**src/rtl/oric_ram_arbiter.sv**
```systemverilog
// Oric main-RAM port arbiter: clear sweep, CPU/ULA bus, tape write FIFO.
// Optional macro ORIC_RAM_CLEAR_EN enables the post-reset fill sweep.
module oric_ram_arbiter #(
  parameter int          AW         = 16,
  parameter int          FIFO_DEPTH = 4,
  parameter logic [7:0]  FILL_VALUE = 8'hFF
) (
  input  logic          clk_48,
  input  logic          reset,
  input  logic          cpu_cs,
  input  logic          cpu_we,
  input  logic [AW-1:0] cpu_ad,
  input  logic [7:0]    cpu_d,
  output logic [7:0]    cpu_q,
  output logic          cpu_rd_valid,
  input  logic          tape_wr,
  input  logic [AW-1:0] tape_addr,
  input  logic [7:0]    tape_dout,
  input  logic          tape_complete,
  output logic          tape_full,
  output logic          tape_overflow,
  output logic          tape_done,
  output logic          clr_busy,
  output logic          mem_ce,
  output logic          mem_we,
  output logic [AW-1:0] mem_a,
  output logic [7:0]    mem_di,
  input  logic [7:0]    mem_do
);

  localparam int PW = (FIFO_DEPTH > 1) ? $clog2(FIFO_DEPTH) : 1;
  localparam int CW = $clog2(FIFO_DEPTH + 1);

  typedef enum logic {
    S_CLEAR,
    S_RUN
  } state_t;

`ifdef ORIC_RAM_CLEAR_EN
  localparam state_t RST_STATE = S_CLEAR;
`else
  localparam state_t RST_STATE = S_RUN;
`endif

  state_t        state;
  logic [AW-1:0] clr_addr;
  logic          rd_pend;

  logic [AW-1:0] fifo_a [FIFO_DEPTH];
  logic [7:0]    fifo_d [FIFO_DEPTH];
  logic [PW-1:0] wptr;
  logic [PW-1:0] rptr;
  logic [CW-1:0] count;

  logic run;
  logic pop;
  logic push;
  logic empty;

  assign cpu_q     = mem_do;
  assign run       = (state == S_RUN);
  assign empty     = (count == '0);
  assign pop       = run && !cpu_cs && !empty;
  assign tape_full = (count == CW'(FIFO_DEPTH)) && !pop;
  assign push      = tape_wr && !tape_full;

`ifdef ORIC_RAM_CLEAR_EN
  assign clr_busy = (state == S_CLEAR);
`else
  assign clr_busy = 1'b0;
`endif

  // Port sequencer: sweep, then CPU-first arbitration with FIFO drain.
  always_ff @(posedge clk_48 or posedge reset) begin
    if (reset) begin
      state        <= RST_STATE;
      clr_addr     <= '0;
      mem_ce       <= 1'b0;
      mem_we       <= 1'b0;
      mem_a        <= '0;
      mem_di       <= '0;
      rd_pend      <= 1'b0;
      cpu_rd_valid <= 1'b0;
    end else begin
      cpu_rd_valid <= rd_pend;
      rd_pend      <= 1'b0;
      unique case (state)
        S_CLEAR: begin
          mem_ce   <= 1'b1;
          mem_we   <= 1'b1;
          mem_a    <= clr_addr;
          mem_di   <= FILL_VALUE;
          clr_addr <= clr_addr + AW'(1);
          if (clr_addr == {AW{1'b1}})
            state <= S_RUN;
        end
        S_RUN: begin
          if (cpu_cs) begin
            mem_ce  <= 1'b1;
            mem_we  <= cpu_we;
            mem_a   <= cpu_ad;
            mem_di  <= cpu_d;
            rd_pend <= !cpu_we;
          end else if (pop) begin
            mem_ce <= 1'b1;
            mem_we <= 1'b1;
            mem_a  <= fifo_a[rptr];
            mem_di <= fifo_d[rptr];
          end else begin
            mem_ce <= 1'b0;
            mem_we <= 1'b0;
          end
        end
        default: state <= RST_STATE;
      endcase
    end
  end

  // FIFO pointers and occupancy; push and pop may coincide at full.
  always_ff @(posedge clk_48 or posedge reset) begin
    if (reset) begin
      wptr  <= '0;
      rptr  <= '0;
      count <= '0;
    end else begin
      if (push)
        wptr <= wptr + PW'(1);
      if (pop)
        rptr <= rptr + PW'(1);
      if (push && !pop)
        count <= count + CW'(1);
      else if (pop && !push)
        count <= count - CW'(1);
    end
  end

  // FIFO storage, no reset needed: occupancy gates every read.
  always_ff @(posedge clk_48) begin
    if (push) begin
      fifo_a[wptr] <= tape_addr;
      fifo_d[wptr] <= tape_dout;
    end
  end

  // Sticky tape status flags.
  always_ff @(posedge clk_48 or posedge reset) begin
    if (reset) begin
      tape_overflow <= 1'b0;
      tape_done     <= 1'b0;
    end else begin
      if (tape_wr && tape_full)
        tape_overflow <= 1'b1;
      if (push)
        tape_done <= 1'b0;
      else if (tape_complete && empty)
        tape_done <= 1'b1;
    end
  end

endmodule

```
**config.mk**
```make
export PLATFORM = sky130hd
export DESIGN_NAME = oric_ram_arbiter
export DESIGN_NICKNAME = d
export VERILOG_FILES = /design/src/rtl/oric_ram_arbiter.sv
export SDC_FILE = /design/constraint.sdc
export NUM_CORES = 1
export LEC_CHECK = 0
export ABC_AREA = 1
export CORE_ASPECT_RATIO = 0.7
export CORE_MARGIN = 8
export CORE_UTILIZATION = 50
export CTS_BUF_LIST = sky130_fd_sc_hd__clkbuf_4
export DETAILED_ROUTE_END_ITERATION = 6
export PLACE_DENSITY = 0.75
export SLEW_MARGIN = 20
export SYNTH_ARGS = -nofsm -noshare
export SYNTH_HDL_FRONTEND = slang
export SYNTH_SLANG_ARGS = --single-unit
```
**constraint.sdc**
```tcl
create_clock -name clk_48 -period 3.2 [get_ports clk_48]
set_input_delay 0.32 -clock clk_48 [delete_from_list [all_inputs] [get_ports clk_48]]
set_output_delay 0.32 -clock clk_48 [all_outputs]
set_load 0.005 [all_outputs]
```
==> metrics.cfg <==
[status]
status = finished clean

[pwr]
p_per_area_nw_per_um2 = 555
peakVddDrop_mv = 0.254
leakagePower_nw = 3.16

[synth]
syn_area_um2 = 6590
seq_area_frac_synth = 0.643
synth_compound_area_frac = 0.0714
synth.avg_cell_area_um2 = 10.2
synth_seq_cells = 150
synth_top_family_by_area = simple AND/OR/NAND/NOR gates
syn_inst = 644
synth_flop_cell = edfxtp_1
synth-adder-area-share = 0.0144
synth_edf_count = 96
yosys_warnings = 0
async_flop_share = 0.360
synthDistinctLibCells = 32
muxShareOfSynthArea = 0.00171
synth_xor_area_frac = 0.0173
synth_simple_gate_area_frac = 0.193
synth_nets = 713

[clock_tree]
cts_setup_buffers = 0
cts.clk_slew.worst_paths_ns = 0.13
numCtsBuffers = 17
clkLatencyLatePin_ns = 0.53
post_cts_resized = 0
root_buffer = clkbuf_4
cts_max_path_buffers = 2
clock-sinks = 150
cts_hold_buffers = 0
htreeDepth = 4
tritoncts = done

[die]
pin_count = 101
dieArea_um2 = 17200
die_h_um = 112
core-area_um2 = 13000
fp-row-count = 35
dieWidth_um = 153
start_util = 0.507

[route]
wl_per_cell_um = 16.1
vias = 4549
drc = 0
ant_nets = 0
first_pass_iters = 5
wl_um = 14500
drt-initial-drc-count = 276
viasPerCell = 5.07

[placement]
place_congestion = 0.832
place_hpwl_um = 9870
numPortBuffers = 83
dpl-instance-area_um2 = 7470

[grt]
antenna_found_initial = 0
overflow = 0
first_global_vias = 4659
grt_max_degree = 50
grt.total_usage = 0.173
grt_first_pass_wirelength_um = 23400

[sta]
clock-skew-final_ns = 0.0217
finalHoldViolCount = 0
setup_viol = 0
tns_ns = 0
period_minus_slack_ns = 2.64
fmax_mhz = 379
tightest_slew_ns = 0.869
slew_viol_final = 0
grt_setup_unrepaired = no
final.period_utilization = 0.824
slew_headroom = 0.420

[final_layout]
final_common_cell = nand2_1
fin_util = 0.600
layout.nets = 788
mostFrequentLayoutCells = nand2_1 (147), nor2_1 (133), edfxtp_1 (96)
area_delta_synth_final_pct = 18.4
drive_above_1_share = 0.0956
num_antenna_cells = 0
fin_area_um2 = 7800

[critical_path]
crit_arrival_ns = 3.05
crit_top_cell = inv_1
cp-endpoint = count[2]$_DFFE_PP0P_
crit_slowest_cell = dfstp_2
critical_path.max_stage_delay_ns = 0.78
crit_chain = inv_4 > nor2_8 > inv_2 > nand3_1 > nand2_2 > inv_1 > ha_1 > inv_1 > fa_1 > a21oi_1 > o21ai_0 > xor2_1
critPathKind = flop to flop
reg2regPathDepth = 12
crit_path_end_kind = flop
crit_start = run$_DFF_PP1_
required_ns = 3.61
timing.rr.start = run$_DFF_PP1_
ff2ff_setup_slack_ns = 0.56
timing.rr.end = count[2]$_DFFE_PP0P_
crit_fanout = 17
cp-start-kind = flop

[run]
cap_violations = 0

[hold_path]
hold_class = input port to asynchronous set/reset pin

[worst min path at each step]
stage / end
floorplan: cpu_rd_valid$_DFF_PP0_
global placement: cpu_rd_valid$_DFF_PP0_
detailed placement: cpu_rd_valid$_DFF_PP0_
CTS: count[0]$_DFFE_PP0P_
global route: mem_di[3]$_DFFE_PP0P_
finish: count[1]$_DFFE_PP0P_
[worst max-delay path: cells and delay by family, from the launching register on]
| family | cells | cell delay, ns |
|---|---|---|
| fa+ha+maj | 2 | 0.55 |
| simple gates | 3 | 0.35 |
| buf+inv | 4 | 0.42 |
| flops | 1 | 0.78 |
| compound gates | 2 | 0.26 |
| xor+xnor | 1 | 0.16 |
[kinds of logic after synthesis]
family	after synthesis
buf+inv	76
compound gates	85
other cells	1
flops	150
simple gates	311
fa+ha+maj	7
mux	1
xor+xnor	13
[routing by layer]
metal  part of all wire  global-route usage  vias to the layer above  wire length, µm
met2               0.47               0.281                      151             6810
met4             0.0092              0.0407                        0              133
met1               0.45               0.218                     2129             6460
met5                  0                   0                        -                0
li1                   -                   -                     2246                -
met3              0.076              0.0607                       23             1100
[sequential cells by signal, indices dropped and copies added, names as in the netlist, 2 cells and up]
| signal | cells |
|---|---|
| fifo_d | 32 |
| rptr | 2 |
| mem_a | 16 |
| wptr | 2 |
| fifo_a | 64 |
| clr_addr | 16 |
| mem_di | 8 |
| count | 3 |
[stage by stage]
stage	cells	hold WS, ns	worst slack (ns)	total power (W)
after global routing	898	0.0714	0.432	0.00454
after CTS	898	0.0761	0.586	0.00437
after detailed placement	866	0.336	0.548	0.00308
after global placement	866	0.335	0.633	0.00304
after floorplan	644	0.331	0.692	0.00281
final	898	0.0972	0.564	0.00433
[power by group]
part | internal, W | leakage, nW | switching (W)
Clock | 0.000647 | 0.169 | 0.000655
Sequential | 0.00237 | 1.54 | 0.0000801
Combinational | 0.000216 | 1.46 | 0.000361
Total | 0.00324 | 3.16 | 0.00110
[final cells by class]
| type | instances | area (µm²) |
|---|---|---|
| fillers | 1060 | 5210 |
| flip-flops and latches | 150 | 4240 |
| multi-input cells | 418 | 1970 |
| repair buffers | 92 | 898 |
| well taps | 166 | 208 |
| clock inverters | 12 | 179 |
| inverters | 40 | 155 |
| clock buffers | 20 | 150 |
[cell usage after synthesis, types with 3 or more instances]
| cell type | number | area [µm²] |
|---|---|---|
| buf_2 | 10 | 50.1 |
| xnor2_1 | 3 | 26.3 |
| buf_4 | 13 | 97.6 |
| nor2_1 | 137 | 514 |
| xor2_1 | 10 | 87.6 |
| a21oi_1 | 12 | 60.1 |
| nand4_1 | 5 | 31.3 |
| o211ai_1 | 8 | 60.1 |
| dfrtp_1 | 53 | 1330 |
| inv_1 | 36 | 135 |
| buf_6 | 5 | 56.3 |
| clkbuf_1 | 8 | 30.0 |
| edfxtp_1 | 96 | 2880 |
| o21ai_0 | 57 | 285 |
| nand3_1 | 8 | 40.0 |
| nor2_2 | 7 | 43.8 |
| ha_1 | 6 | 75.1 |
| nand2_1 | 147 | 552 |
| a21oi_2 | 6 | 52.6 |
(Power assumes the default switching activity.)
